<file path="config.mk">
export PLATFORM = sky130hd
export DESIGN_NAME = death_ctrl_flat
export DESIGN_NICKNAME = d
export VERILOG_FILES = /design/src/rtl/death_ctrl_if.sv /design/src/rtl/death_ctrl.sv /design/src/flat_wrapper.sv
export SDC_FILE = /design/constraint.sdc
export NUM_CORES = 1
export LEC_CHECK = 0
export ABC_CLOCK_PERIOD_IN_PS = 2600
export BUFFER_PORTS_ARGS = -buffer_cell sky130_fd_sc_hd__clkbuf_2
export CAP_MARGIN = 5
export CORE_UTILIZATION = 61
export CTS_CLUSTER_DIAMETER = 100
export DETAILED_ROUTE_END_ITERATION = 8
export HOLD_SLACK_MARGIN = 0.1
export PLACE_DENSITY = 0.82
export SYNTH_ARGS = -nofsm -noshare
export SYNTH_HDL_FRONTEND = slang
export SYNTH_SLANG_ARGS = --single-unit
</file>
<file path="constraint.sdc">
create_clock -name clk -period 2.6 [get_ports clk]
set_clock_uncertainty 0.05 [all_clocks]
set_input_delay 0.26 -clock clk [delete_from_list [all_inputs] [get_ports clk]]
set_output_delay 0.26 -clock clk [all_outputs]
set_load 0.01 [all_outputs]
</file>
<file path="src/rtl/death_ctrl_if.sv">
// Handshake bundle between the collision detector / game logic and death_ctrl.
// DEATH_STATS_EN adds the total_deaths session statistic.
interface death_ctrl_if;
  logic       col;
  logic       start;
  logic [2:0] lives;
  logic       freeze;
  logic       respawn;
  logic       invuln;
  logic       game_over;
`ifdef DEATH_STATS_EN
  logic [7:0] total_deaths;
`endif

  modport master (
    output col, start,
`ifdef DEATH_STATS_EN
    input  total_deaths,
`endif
    input  lives, freeze, respawn, invuln, game_over
  );

  modport slave (
    input  col, start,
`ifdef DEATH_STATS_EN
    output total_deaths,
`endif
    output lives, freeze, respawn, invuln, game_over
  );
endinterface

</file>
<file path="src/rtl/death_ctrl.sv">
// Pac-Man death sequencer: debounced collision -> lives decrement, freeze, respawn, grace.
// Optional DEATH_STATS_EN adds a saturating total_deaths counter.
module death_ctrl #(
  parameter int LIVES_INIT    = 3,
  parameter int CONFIRM       = 2,
  parameter int FREEZE_CYCLES = 25000000,
  parameter int GRACE_CYCLES  = 50000000,
  parameter int CNT_W         = 26
) (
  input  logic          clk,
  input  logic          rst_n,
  death_ctrl_if.slave   bus
);

  typedef enum logic [2:0] {
    IDLE    = 3'd0,
    PLAY    = 3'd1,
    DYING   = 3'd2,
    RESPAWN = 3'd3,
    GRACE   = 3'd4,
    OVER    = 3'd5
  } state_t;

  localparam logic [CNT_W-1:0] FREEZE_LAST = CNT_W'(FREEZE_CYCLES - 1);
  localparam logic [CNT_W-1:0] GRACE_LAST  = CNT_W'(GRACE_CYCLES - 1);
  localparam logic [3:0]       CONF_LAST   = 4'(CONFIRM - 1);
  localparam logic [2:0]       LIVES_LOAD  = 3'(LIVES_INIT);

  state_t           state;
  logic [CNT_W-1:0] timer;
  logic [3:0]       conf_cnt;
  logic [2:0]       lives_r;
  logic             freeze_r;
  logic             respawn_r;
  logic             invuln_r;
  logic             game_over_r;
`ifdef DEATH_STATS_EN
  logic [7:0]       deaths_r;
`endif

  always_ff @(posedge clk) begin
    if (!rst_n) begin
      state       <= IDLE;
      timer       <= '0;
      conf_cnt    <= '0;
      lives_r     <= '0;
      freeze_r    <= 1'b1;
      respawn_r   <= 1'b0;
      invuln_r    <= 1'b0;
      game_over_r <= 1'b0;
`ifdef DEATH_STATS_EN
      deaths_r    <= '0;
`endif
    end else begin
      respawn_r <= 1'b0;
      case (state)
        IDLE, OVER: begin
          // start has priority; col is ignored on the starting edge
          conf_cnt <= '0;
          if (bus.start) begin
            state       <= PLAY;
            lives_r     <= LIVES_LOAD;
            freeze_r    <= 1'b0;
            game_over_r <= 1'b0;
          end
        end
        PLAY: begin
          if (!bus.col) begin
            conf_cnt <= '0;
          end else if (conf_cnt == CONF_LAST && lives_r != 3'd0) begin
            conf_cnt <= '0;
            lives_r  <= lives_r - 3'd1;
            freeze_r <= 1'b1;
`ifdef DEATH_STATS_EN
            if (deaths_r != 8'hFF) deaths_r <= deaths_r + 8'd1;
`endif
            if (lives_r == 3'd1) begin
              state       <= OVER;
              game_over_r <= 1'b1;
            end else begin
              state <= DYING;
              timer <= '0;
            end
          end else begin
            conf_cnt <= conf_cnt + 4'd1;
          end
        end
        DYING: begin
          conf_cnt <= '0;
          timer    <= timer + 1'b1;
          if (timer == FREEZE_LAST) begin
            state     <= RESPAWN;
            respawn_r <= 1'b1;
            timer     <= '0;
          end
        end
        RESPAWN: begin
          conf_cnt <= '0;
          timer    <= '0;
          state    <= GRACE;
          freeze_r <= 1'b0;
          invuln_r <= 1'b1;
        end
        GRACE: begin
          conf_cnt <= '0;
          timer    <= timer + 1'b1;
          if (timer == GRACE_LAST) begin
            state    <= PLAY;
            invuln_r <= 1'b0;
            timer    <= '0;
          end
        end
        default: begin
          state <= IDLE;
        end
      endcase
    end
  end

  assign bus.lives     = lives_r;
  assign bus.freeze    = freeze_r;
  assign bus.respawn   = respawn_r;
  assign bus.invuln    = invuln_r;
  assign bus.game_over = game_over_r;
`ifdef DEATH_STATS_EN
  assign bus.total_deaths = deaths_r;
`endif

endmodule

</file>
<file path="src/flat_wrapper.sv">
// flat-port wrapper written by rule: the top's interface ports become plain ports
module death_ctrl_flat 
#(
  parameter int LIVES_INIT    = 3,
  parameter int CONFIRM       = 2,
  parameter int FREEZE_CYCLES = 25000000,
  parameter int GRACE_CYCLES  = 50000000,
  parameter int CNT_W         = 26
)
  (clk, rst_n, bus_col, bus_start, bus_lives, bus_freeze, bus_respawn, bus_invuln, bus_game_over);
  death_ctrl_if bus_i ();
  input  logic clk;
  input  logic rst_n;
  input wire logic [$bits(bus_i.col)-1:0] bus_col;
  input wire logic [$bits(bus_i.start)-1:0] bus_start;
  output wire logic [$bits(bus_i.lives)-1:0] bus_lives;
  output wire logic [$bits(bus_i.freeze)-1:0] bus_freeze;
  output wire logic [$bits(bus_i.respawn)-1:0] bus_respawn;
  output wire logic [$bits(bus_i.invuln)-1:0] bus_invuln;
  output wire logic [$bits(bus_i.game_over)-1:0] bus_game_over;
  assign bus_i.col = bus_col;
  assign bus_i.start = bus_start;
  assign bus_lives = bus_i.lives;
  assign bus_freeze = bus_i.freeze;
  assign bus_respawn = bus_i.respawn;
  assign bus_invuln = bus_i.invuln;
  assign bus_game_over = bus_i.game_over;
  death_ctrl #(.LIVES_INIT(LIVES_INIT), .CONFIRM(CONFIRM), .FREEZE_CYCLES(FREEZE_CYCLES), .GRACE_CYCLES(GRACE_CYCLES), .CNT_W(CNT_W)) u_core (.clk(clk), .rst_n(rst_n), .bus(bus_i));
endmodule
</file>
==> impl_metrics.csv <==
group,metric,value,unit
power,power_switching,0.437,mW
floorplanning,start_util,0.660,
clocking,ctsHoldBuffers,0,
critical_path,cp_slowest_cell,"a21oi_1",
critical_path,worstSetupPathType,"register to register",
global_routing,grtUsageTotal,0.277,
sta,whs,0.394,ns
routing,drt-total-wl,5350,um
placement,preCtsSetupSlack,0.211,ns
clocking,clkSlewWorstSetupHoldPaths,0.07,ns
run,max-cap-violations,0,
cells_and_area,post-route-util,0.700,
sta,setup_ws,0.209,ns
floorplanning,io_pins,11,
floorplanning,core,3800,um2
critical_path,arrival,2.55,ns
power,p_seq_frac,0.485,
floorplanning,fp.dieH,66.1,um
global_routing,grt_max_degree,25,
clocking,clock_path_buffers,2,
critical_path,ff2ff_setup_slack,0.21,ns
sta,rsz0062_at_grt,"false",
yosys,synth-edff-count,0,
cells_and_area,final_nets,318,
clocking,htree_num_levels,2,
clocking,cts-resized-gates,0,
cells_and_area,layout-drive-gt1-share,0.184,
yosys,syn-cell-area,2510,um2
power,power,1.38,mW
yosys,synthesis.nets,306,
cells_and_area,instances_no_fill,353,
sta,fin_tns_setup,0,ns
power,comb_power_share,0.247,
sta,period_needed,2.39,ns
cells_and_area,n_antenna_cell,0,
status,status,"finished clean",
global_routing,grt_pass1_vias,1940,
power,ir_drop,0.000322,V
routing,viasPerCell,6.10,
critical_path,cpPeakStageDelay,0.87,ns
clocking,clock_latency,0.29,ns
floorplanning,num_rows,22,
yosys,yosys_warnings,0,
routing,drtIter0Drc,187,
sta,report.final.slew_viol_count,0,
critical_path,worst_setup_path_end_kind,"register",
clocking,tritoncts,"yes",
routing,drc,0,
yosys,synth_cell_type_count,62,
yosys,ys_ff_latch,40,
yosys,async_flop_share,0,
yosys,synthCells,295,
placement,numPortBuffers,10,
global_routing,grt_overflow,0,
sta,final.period_utilization,0.920,
worst_hold_path,min_path_cells,2,
placement,gp_congestion,0.899,
worst_hold_path,hold_class,"register to register",
worst_hold_path,min_to,"u_core.bus.game_over$_SDFFE_PN0P_",
power,p_clk_frac,0.268,
sta,hold_viol_final,0,
routing,ant_nets,0,
placement,dp.cells,348,
critical_path,crit_chain,"nor3b_4, a21oi_1, and2_1, buf_4, nor2_1, a211oi_1",
global_routing,antenna_found_initial,0,
yosys,netlist.area_leader.share,0.319,
critical_path,reg2reg_from,"u_core.state[1]$_SDFFE_PN0P_",
sta,final-setup-viol-count,0,
worst_hold_path,hold_start,"u_core.bus.game_over$_SDFFE_PN0P_",
floorplanning,die_area,4370,um2
floorplanning,die_x,66.1,um
cells_and_area,fin_area,2660,um2
yosys,synth.area.top_cells,"dfxtp_1 (32%), xnor2_1 (5.2%), nand3_1 (4.4%)",
routing,drtPass1Iterations,4,
critical_path,critPathMaxFanout,16,
global_routing,grt_pass1_wl,9240,um
yosys,ys.flop_type,"dfxtp_1",
sta,max_freq,0.418,GHz
routing,vias,2154,
placement,place_area,2590,um2
yosys,synth_largest_area_cell,"dfxtp_1",
routing,avgRoutedWirePerCell,15.1,um
power,internal_power,0.942,mW
yosys,yosysSeqAreaShare,0.319,
yosys,avgSynthCellArea,8.50,um2
critical_path,required,2.76,ns
clocking,cts_root_buffer,"clkbuf_8",
placement,post-dp-hpwl,3960,um
clocking,cts.sinks,40,
clocking,post_cts_buffers,0,
power,switching_share,0.317,
sta,max_slew.worst_pin.slew,1.13,ns
power,power_density,519,nW/um2
power,p_leak,0.860,nW
critical_path,rr_worst_depth,6,
cells_and_area,area_growth,5.99,%
critical_path,r2r-end,"u_core.timer[0]$_SDFFE_PN0P_",
critical_path,start_kind,"register",
clocking,cts_made_buffers,5,
sta,relSlewSlack,0.244,
-- how the worst max path moves through the flow --
stage	startpoint	endpoint	slack [ns]	cells past startpoint
after detailed placement	u_core.state[2]$_SDFFE_PN0P_	u_core.timer[0]$_SDFFE_PN0P_	0.21	6
after global placement	u_core.timer[0]$_SDFFE_PN0P_	u_core.timer[3]$_SDFFE_PN0P_	0.32	7
after global routing	u_core.state[1]$_SDFFE_PN0P_	u_core.timer[0]$_SDFFE_PN0P_	0.004	6
after CTS	u_core.state[2]$_SDFFE_PN0P_	u_core.timer[0]$_SDFFE_PN0P_	0.23	6
after floorplan	u_core.timer[0]$_SDFFE_PN0P_	u_core.timer[8]$_SDFFE_PN0P_	0.54	7
final	u_core.state[1]$_SDFFE_PN0P_	u_core.timer[0]$_SDFFE_PN0P_	0.21	6
-- registers in the layout, indices dropped and copies added, names as in the netlist --
| signal | cells |
|---|---|
| u_core.conf_cnt | 4 |
| u_core.bus.freeze | 1 |
| u_core.state | 3 |
| u_core.bus.respawn | 1 |
| u_core.bus.invuln | 1 |
| u_core.bus.lives | 3 |
| u_core.timer | 26 |
| u_core.bus.game_over | 1 |
-- synthesized netlist by cell type (all sizes together) (2+ instances only) --
master	count
dfxtp	40
nand2	26
nor2	25
nand3	22
a21oi	16
inv	15
xnor2	15
a211oi	11
clkbuf	11
nand4	10
nor3	8
ha	7
nor4	7
o21ai	7
or3	6
nand2b	5
o21a	5
buf	4
o221ai	4
o31ai	4
a31oi	3
and2	3
and4	3
nand4bb	3
nor2b	3
o311ai	3
a2111oi	2
and3	2
nor3b	2
o211ai	2
o22ai	2
or2	2
or2b	2
or4	2
or4b	2
-- placed cells by master, fill, tap and decap left out, types with 8 or more instances in the layout --
cell,count
a211oi_1,11
buf_4,10
a21oi_1,15
xnor2_1,15
nor2_2,10
nand2_1,26
clkbuf_2,10
nand3_1,22
inv_1,15
nor2_1,15
dfxtp_1,40
nand4_1,8
-- cell families (layout without fill, tap and decap cells) --
logic type               after synthesis  count (layout)  synth area share
AND/OR/NAND/NOR                      135             135             0.331
AO/OA/AOI/OAI                         65              65             0.189
flip-flops                            40              40             0.319
buffers and inverters                 31              41            0.0654
XOR/XNOR                              16              16            0.0559
adder cells (fa/ha/maj)                7               7            0.0349
multiplexers                           1               1           0.00399
-- layout make-up --
cell class,count,area (um2)
inverters,16,60.1
clock buffers,5,68.8
flip-flops and latches,40,801
multi-input cells,224,1540
repair buffers,20,125
fillers,307,1140
well taps,48,60.1
-- worst max-delay path, delay by kind of cell (launching register included) --
family          cells  cell delay [ns]
simple gates        3             0.51
buf+inv             1             0.23
flops               1             0.46
compound gates      2             1.05
-- power by group through the flow --
stage	Clock [mW]	Combinational, mW	Sequential [mW]
floorplan	0	0.264	0.682
global placement	0	0.331	0.682
detailed placement	0	0.337	0.684
CTS	0.377	0.338	0.669
global route	0.406	0.374	0.674
finish	0.370	0.340	0.670
-- per-layer routing --
metal | GRT usage | wire, um | up-vias
li1 | - | - | 1102
met1 | 0.399 | 2760 | 1003
met3 | 0.0586 | 187 | 9
met2 | 0.413 | 2340 | 40
met4 | 0.0798 | 57 | 0
met5 | 0 | 0 | -
Power figures use the tool's default switching activity.
